File: src/rtl/enlynx_pkg.sv
// Shared types and helpers for the enlynx counter bank: counting mode,
// per-channel configuration record and its reset-time default.
package enlynx_pkg;

    // Field widths of the configuration record; sized to cover any legal
    // bank instance (up to 256 event sources, counters up to 64 bits).
    localparam int CFG_SEL_W    = 8;
    localparam int CFG_THRESH_W = 64;

    typedef enum logic {
        CNT_WRAP = 1'b0,
        CNT_SAT  = 1'b1
    } cnt_mode_e;

    typedef struct packed {
        logic [CFG_SEL_W-1:0]    sel;
        cnt_mode_e               mode;
        logic [CFG_THRESH_W-1:0] thresh;
    } chan_cfg_t;

    // Channel ch watches source (ch mod nEvents), wraps, and has no threshold.
    function automatic chan_cfg_t defaultCfg(input int ch, input int nEvents);
        chan_cfg_t cfg;
        cfg.sel    = CFG_SEL_W'(ch % nEvents);
        cfg.mode   = CNT_WRAP;
        cfg.thresh = '0;
        return cfg;
    endfunction

endpackage

File: src/rtl/enlynx_counter_bank_channel.sv
// One performance counter: wrap/saturate arithmetic, threshold detection and
// the sticky overflow / threshold flags. The pre-clear next values are exported
// so the bank can snapshot the counter including the current cycle's events.
module enlynx_channel
    import enlynx_pkg::*;
#(
    parameter int INC_WIDTH     = 2,
    parameter int COUNTER_WIDTH = 32
) (
    input  logic                     clk,
    input  logic                     rst,
    input  logic [INC_WIDTH-1:0]     i_inc,
    input  logic                     i_enable,
    input  logic                     i_sat,
    input  logic [CFG_THRESH_W-1:0]  i_thresh,
    input  logic                     i_clear,
    input  logic                     i_eop,
    output logic [COUNTER_WIDTH-1:0] o_cnt,
    output logic [COUNTER_WIDTH-1:0] o_nextCnt,
    output logic                     o_ovf,
    output logic                     o_nextOvf,
    output logic                     o_irq
);

    logic [COUNTER_WIDTH-1:0] r_cnt;
    logic                     r_ovf;
    logic                     r_irq;

    logic [COUNTER_WIDTH:0]   w_sum;
    logic                     w_carry;
    logic [COUNTER_WIDTH-1:0] w_next;
    logic [CFG_THRESH_W-1:0]  w_cntExt;
    logic [CFG_THRESH_W-1:0]  w_nextExt;
    logic                     w_below;
    logic                     w_reached;
    logic                     w_cross;
    logic                     w_irqSet;
    logic                     w_nextOvf;
    logic                     w_nextIrq;

    // Next counter value: one extra bit catches the carry out of the add.
    always_comb begin
        w_sum   = {1'b0, r_cnt} + {{(COUNTER_WIDTH + 1 - INC_WIDTH){1'b0}}, i_inc};
        w_carry = i_enable & w_sum[COUNTER_WIDTH];
        if (!i_enable) begin
            w_next = r_cnt;
        end else if (w_carry && i_sat) begin
            w_next = '1;
        end else begin
            w_next = w_sum[COUNTER_WIDTH-1:0];
        end
    end

    // A wrap carry sweeps past the top, so any threshold above the old value
    // or at/below the new one has been crossed; otherwise it must lie between.
    always_comb begin
        w_cntExt  = CFG_THRESH_W'(r_cnt);
        w_nextExt = CFG_THRESH_W'(w_next);
        w_below   = (w_cntExt < i_thresh);
        w_reached = (w_nextExt >= i_thresh);
        if (w_carry && !i_sat) begin
            w_cross = w_below || w_reached;
        end else begin
            w_cross = w_below && w_reached;
        end
        w_irqSet  = (i_thresh != '0) && w_cross;
        w_nextOvf = r_ovf | w_carry;
        w_nextIrq = r_irq | w_irqSet;
    end

    // Counter and sticky flags; clear and end-of-period both zero them.
    always_ff @(posedge clk or posedge rst) begin
        if (rst) begin
            r_cnt <= '0;
            r_ovf <= 1'b0;
            r_irq <= 1'b0;
        end else if (i_clear || i_eop) begin
            r_cnt <= '0;
            r_ovf <= 1'b0;
            r_irq <= 1'b0;
        end else begin
            r_cnt <= w_next;
            r_ovf <= w_nextOvf;
            r_irq <= w_nextIrq;
        end
    end

    assign o_cnt     = r_cnt;
    assign o_nextCnt = w_next;
    assign o_ovf     = r_ovf;
    assign o_nextOvf = w_nextOvf;
    assign o_irq     = r_irq;

endmodule

File: src/rtl/enlynx_counter_bank.sv
// Bank of performance counters with runtime event selection, per-channel
// wrap/saturate mode and threshold interrupts, plus an end-of-period snapshot
// buffer handed to the readout layer over a valid/ready handshake.
module enlynx_counter_bank
    import enlynx_pkg::*;
#(
    parameter int N_EVENTS      = 8,
    parameter int N_CHANNELS    = 4,
    parameter int INC_WIDTH     = 2,
    parameter int COUNTER_WIDTH = 32,
    localparam int CH_W  = (N_CHANNELS > 1) ? $clog2(N_CHANNELS) : 1,
    localparam int SEL_W = (N_EVENTS > 1) ? $clog2(N_EVENTS) : 1
) (
    input  logic                                clk,
    input  logic                                rst,
    input  logic [N_EVENTS*INC_WIDTH-1:0]       events_i,
    input  logic [N_CHANNELS-1:0]               enable_i,
    input  logic                                cfg_we_i,
    input  logic [CH_W-1:0]                     cfg_ch_i,
    input  logic [SEL_W-1:0]                    cfg_sel_i,
    input  logic                                cfg_sat_i,
    input  logic [COUNTER_WIDTH-1:0]            cfg_thresh_i,
    input  logic                                clear_i,
    input  logic                                eop_i,
    output logic [N_CHANNELS*COUNTER_WIDTH-1:0] counters_o,
    output logic [N_CHANNELS-1:0]               overflow_o,
    output logic [N_CHANNELS-1:0]               thresh_irq_o,
    output logic [N_CHANNELS*COUNTER_WIDTH-1:0] snap_data_o,
    output logic [N_CHANNELS-1:0]               snap_ovf_o,
    output logic                                snap_valid_o,
    input  logic                                snap_ready_i,
    output logic                                snap_drop_o
);

    chan_cfg_t r_cfg [N_CHANNELS];

    logic [N_CHANNELS*COUNTER_WIDTH-1:0] r_snapData;
    logic [N_CHANNELS-1:0]               r_snapOvf;
    logic                                r_snapValid;
    logic                                r_snapDrop;

    chan_cfg_t                           w_cfgWrite;
    logic                                w_cfgChOk;
    logic [INC_WIDTH-1:0]                w_inc [N_CHANNELS];
    logic [COUNTER_WIDTH-1:0]            w_cnt [N_CHANNELS];
    logic [COUNTER_WIDTH-1:0]            w_nextCnt [N_CHANNELS];
    logic [N_CHANNELS*COUNTER_WIDTH-1:0] w_nextCntFlat;
    logic [N_CHANNELS-1:0]               w_ovf;
    logic [N_CHANNELS-1:0]               w_nextOvf;
    logic [N_CHANNELS-1:0]               w_irq;

    // Assemble the configuration record presented on the write port.
    always_comb begin
        w_cfgWrite.sel    = CFG_SEL_W'(cfg_sel_i);
        w_cfgWrite.mode   = cfg_sat_i ? CNT_SAT : CNT_WRAP;
        w_cfgWrite.thresh = CFG_THRESH_W'(cfg_thresh_i);
        w_cfgChOk         = (int'(cfg_ch_i) < N_CHANNELS);
    end

    // Configuration file; a write lands after the edge, so the write cycle
    // itself still counts with the previous settings.
    always_ff @(posedge clk or posedge rst) begin
        if (rst) begin
            for (int c = 0; c < N_CHANNELS; c++) begin
                r_cfg[c] <= defaultCfg(c, N_EVENTS);
            end
        end else if (cfg_we_i && w_cfgChOk) begin
            r_cfg[cfg_ch_i] <= w_cfgWrite;
        end
    end

    // Per-channel event mux; a selector beyond the last source yields zero.
    always_comb begin
        for (int c = 0; c < N_CHANNELS; c++) begin
            w_inc[c] = '0;
            for (int k = 0; k < N_EVENTS; k++) begin
                if (r_cfg[c].sel == CFG_SEL_W'(k)) begin
                    w_inc[c] = events_i[k*INC_WIDTH +: INC_WIDTH];
                end
            end
        end
    end

    for (genvar c = 0; c < N_CHANNELS; c++) begin : g_chan
        enlynx_channel #(
            .INC_WIDTH     (INC_WIDTH),
            .COUNTER_WIDTH (COUNTER_WIDTH)
        ) u_chan (
            .clk       (clk),
            .rst       (rst),
            .i_inc     (w_inc[c]),
            .i_enable  (enable_i[c]),
            .i_sat     (r_cfg[c].mode == CNT_SAT),
            .i_thresh  (r_cfg[c].thresh),
            .i_clear   (clear_i),
            .i_eop     (eop_i),
            .o_cnt     (w_cnt[c]),
            .o_nextCnt (w_nextCnt[c]),
            .o_ovf     (w_ovf[c]),
            .o_nextOvf (w_nextOvf[c]),
            .o_irq     (w_irq[c])
        );

        assign counters_o[c*COUNTER_WIDTH +: COUNTER_WIDTH]    = w_cnt[c];
        assign w_nextCntFlat[c*COUNTER_WIDTH +: COUNTER_WIDTH] = w_nextCnt[c];
    end

    // Snapshot buffer: end-of-period loads it (overwriting and flagging a drop
    // if the consumer has not taken the previous one); an accept empties it.
    always_ff @(posedge clk or posedge rst) begin
        if (rst) begin
            r_snapData  <= '0;
            r_snapOvf   <= '0;
            r_snapValid <= 1'b0;
            r_snapDrop  <= 1'b0;
        end else begin
            r_snapDrop <= 1'b0;
            if (eop_i) begin
                r_snapData  <= w_nextCntFlat;
                r_snapOvf   <= w_nextOvf;
                r_snapValid <= 1'b1;
                r_snapDrop  <= r_snapValid && !snap_ready_i;
            end else if (r_snapValid && snap_ready_i) begin
                r_snapValid <= 1'b0;
            end
        end
    end

    assign overflow_o   = w_ovf;
    assign thresh_irq_o = w_irq;
    assign snap_data_o  = r_snapData;
    assign snap_ovf_o   = r_snapOvf;
    assign snap_valid_o = r_snapValid;
    assign snap_drop_o  = r_snapDrop;

endmodule
File: config.mk
export PLATFORM = sky130hd
export DESIGN_NAME = enlynx_counter_bank
export DESIGN_NICKNAME = d
export VERILOG_FILES = /design/src/rtl/enlynx_pkg.sv /design/src/rtl/enlynx_counter_bank_channel.sv /design/src/rtl/enlynx_counter_bank.sv
export SDC_FILE = /design/constraint.sdc
export NUM_CORES = 1
export LEC_CHECK = 0
export CORE_ASPECT_RATIO = 0.5
export CORE_MARGIN = 8
export CORE_UTILIZATION = 61
export CTS_BUF_LIST = sky130_fd_sc_hd__clkbuf_16
export DETAILED_ROUTE_END_ITERATION = 12
export PLACE_DENSITY = 0.87
export SETUP_SLACK_MARGIN = 0.5
export SLEW_MARGIN = 20
export SYNTH_ARGS = -nofsm -noshare
export SYNTH_HDL_FRONTEND = slang
export SYNTH_HIERARCHICAL = 1
export SYNTH_SLANG_ARGS = --single-unit
File: constraint.sdc
create_clock -name clk -period 18.8 [get_ports clk]
set_input_delay 2.82 -clock clk [delete_from_list [all_inputs] [get_ports clk]]
set_output_delay 2.82 -clock clk [all_outputs]
set_load 0.1 [all_outputs]
==> results.md <==
* Peak Freq at approximately 130 MHz
* Simple-Gate Fraction of Synth Area at between 10% and 20%
* Via/cell ratio at ~6.1
* Post-synthesis compound-gate area fraction at under 10%
* Leakage at between 15 and 20 nW
* Async SR Flop Fraction at between 90% and 100%
* Worst EP required at 19.20 ns
* Reg clk slew, reported paths at 0.07 ns
* CP Capture Type: flip-flop
* Synth Area in Adders at between 10% and 20%
* Grt total ovfl at 0
* Setup violators final at 0
* Main combinational cell family by area after synthesis: simple AND/OR/NAND/NOR gates
* Tot Pwr at between 2 and 2.5 mW
* Vias in the first global route at 21,000
* Total negative slack at 0 ns
* Core area at a little over 0.04 mm²
* IO Count at ~330
* Pin count of the biggest net entering global routing at 138
* Avg Inst Size Synth at 10.5 µm²
* Port Buffer Count at between 300 and 400
* Synth Warn # at 6
* Fill count at between 2,000 and 3,000
* CTS tree: done
* Synth Instances at around 2,400
* Min Tclk post-route at between 7 and 8 ns
* Post-Synth XOR/XNOR Area at 3.89%
* Netlist cell types at roughly 80
* Reg2reg start: r_cfg[284]$_DFFE_PP0P_
* Post-CTS Setup Inserts at 0
* Peak supply drop at approximately 0.063 mV
* Period utilization at between 40% and 50%
* Commonest non-fill, non-tap cells in the layout: dfrtp_1 (410), clkdlybuf4s50_1 (332), mux2_2 (288)
* Hold_sp: snap_data_o[70]$_DFFE_PP0P_
* # DRC at 0
* Area Overhead vs Synth at 21.5%
* Run status: complete, no violations
* Gpl congestion at approximately 0.95
* Hold Vio Cnt, Final at 0
* Worst setup startpoint: events_i[8]
* Slew HR at between 20% and 30%
* CTS resizes at 0
* Clk sinks at slightly above 400
* Cts bufs inserted at 38
* Starting DRT DRC Count at around 1,700
* Drt total wl at roughly 77,000 µm
* Worst hold path class: flip-flop to flip-flop
* Starting Density at 62.1%
* Commonest non-fill, non-tap cell in the layout: dfrtp_1
* Worst Path Arrival at about 8.2 ns
* CP max FO at 45
* PwrDens at 74.8 mW/mm²
* Full die area at about 0.048 mm²
* Layout cells sized above 1 at approximately 16%
* Post-synth EDFFs at 0
* Per-cell routed wire length at roughly 23 µm
* GR peak layer: met2
* Die W at 303 µm
* Htree depth at 2
* Multiplexer share of the synthesized area at between 10 and 15%
* First-pass GRT wire length at roughly 120,000 µm
* Hold buffer count at cts at 0
* Die height at 160 µm
* Synth top area cells: dfrtp_1 (41%), ha_1 (13%), mux2_2 (13%)
* Total track usage at between 30% and 40%
* Top-area cell type share of the netlist area at about two fifths
* GRT met3 Usage at 7.65%
* Fin nets at 3,154
* Yosys top cell by area: dfrtp_1
* DR vias at around 21,000
* Worst Max-Slew Pin Slew at between 1 and 1.5 ns
* Met2 GRT Util at between 50% and 60%
* Pre-antenna DRT Iters at 6
* Root buffer cell: clkbuf_16
* Final ANT Viol Nets at 0
* #FFs+latches synth at between 400 and 500
* Post-DP HPWL at between 50,000 and 60,000 µm
* CP Class: input pin to flip-flop
* Setup Skew at 0.0210 ns
* Mapped cell area at 0.0252 mm²
* Max Transition Viols Final at 0
* RSZ-0062 raised after global routing: false
* Worst Setup Start Kind: input pin
* Initial antenna violation count at 16
* Share of the yosys chip area belonging to registers at around 41%
* Max clock buf depth at 3
* Worst skew pair latency at around 0.56 ns
* FP Rows at 52
* Met1 usage at 39.1%
* Ys flop type: dfrtp_1
* Max-Cap Viols at 0
-- registers in the layout (all words and copies together) (netlist names) --
| signal | flops |
|---|---|
| g_chan.u_chan/o_cnt | 128 |
| g_chan.u_chan/o_irq | 4 |
| g_chan.u_chan/o_ovf | 4 |
| r_cfg | 144 |
| snap_data_o | 128 |
| snap_drop_o | 1 |
| snap_ovf_o | 4 |
| snap_valid_o | 1 |
-- cells in the mapped netlist, types with 9 or more instances --
cell	n
ha_1	260
buf_6	13
xor2_1	71
xnor2_1	41
nor2_1	99
inv_1	154
dfrtp_1	410
o21ai_0	54
and3_1	13
and4_1	10
mux2_2	288
nand3_1	61
a21oi_2	37
a221oi_1	10
nand2_1	258
a21o_1	30
nand4_1	66
clkbuf_1	22
nor3_1	20
nor3b_1	9
nor2b_1	16
buf_2	29
a211oi_1	12
nor4_1	65
a21oi_1	179
-- worst paths after layout --
| check | endpoint | slack [ns] | cells after the start |
|---|---|---|---|
| worst min-delay path | snap_data_o[70]$_DFFE_PP0P_ | 0.51 | 1 |
| max in group asynchronous | snap_data_o[112]$_DFFE_PP0P_ | 13.59 | 4 |
| worst max register to register | g_chan[0].u_chan/o_irq$_DFF_PP0_ | 13.20 | 20 |
| worst min register to register | snap_data_o[70]$_DFFE_PP0P_ | 0.51 | 1 |
| worst max-delay path | g_chan[0].u_chan/o_irq$_DFF_PP0_ | 11.04 | 21 |
| min in group asynchronous | g_chan[2].u_chan/o_cnt[29]$_DFF_PP0_ | 2.81 | 2 |
-- critical path, cell delays in order --
cell and delay, ns:
clkdlybuf4s50_1 0.48, mux4_2 0.49, mux2_2 0.34, ha_1 0.24, fa_1 0.44, nand3_1 0.13, nor2_1 0.09, nand3_1 0.13
nor3_4 0.07, nand4_1 0.21, buf_4 0.45, nand2_1 0.15, ha_1 0.32, a21oi_1 0.17, o21ai_1 0.12, a221o_1 0.34
a211o_1 0.30, a311oi_2 0.25, a221oi_1 0.10, or3_1 0.34, nor3b_2 0.16
-- logic make-up after synthesis --
family	Yosys count
AND/OR/NAND/NOR	692
flip-flops	414
adder cells (fa/ha/maj)	264
XOR/XNOR	112
buffers and inverters	230
AO/OA/AOI/OAI	373
other	1
multiplexers	303
-- power breakdown --
group          internal [mW]  leakage (nW)  switching (mW)
logic                  0.175          9.08           0.286
clock network          0.434         0.632           0.356
registers              0.958          5.45          0.0815
-- area by class of cell --
type                            count  area (µm²)  area share (%)
Multi-Input combinational cell   1872       14300            46.7
Clock inverter                     27         198           0.646
Sequential cell                   414       10400            33.9
Antenna cell                       17        42.5           0.139
Timing Repair Buffer              345        3430            11.2
Clock buffer                       41        1030            3.35
Inverter                          155         589            1.93
Tap cell                          540         676            2.21
-- per-layer routing --
metal	part of all wire (%)	routed length [µm]
met1	39	30300
met2	48	37200
met3	8.3	6460
met4	4.3	3330
met5	0.15	116
-- per-stage QoR --
stage / hold slack, ns / utilization, % / worst slack (ns) / area (µm²) / std cells
floorplan: 0.502 / - / 8.32 / 25700 / 2516
global placement: 0.478 / 72.3 / 10.69 / 29300 / 3326
global route: 0.518 / 75.4 / 10.71 / 30600 / 3404
finish: 0.505 / 75.4 / 11.04 / 30600 / 3411
detailed placement: 0.494 / 72.3 / 10.60 / 29300 / 3326
CTS: 0.508 / 75.3 / 11.11 / 30600 / 3394
(Power assumes the default switching activity.)
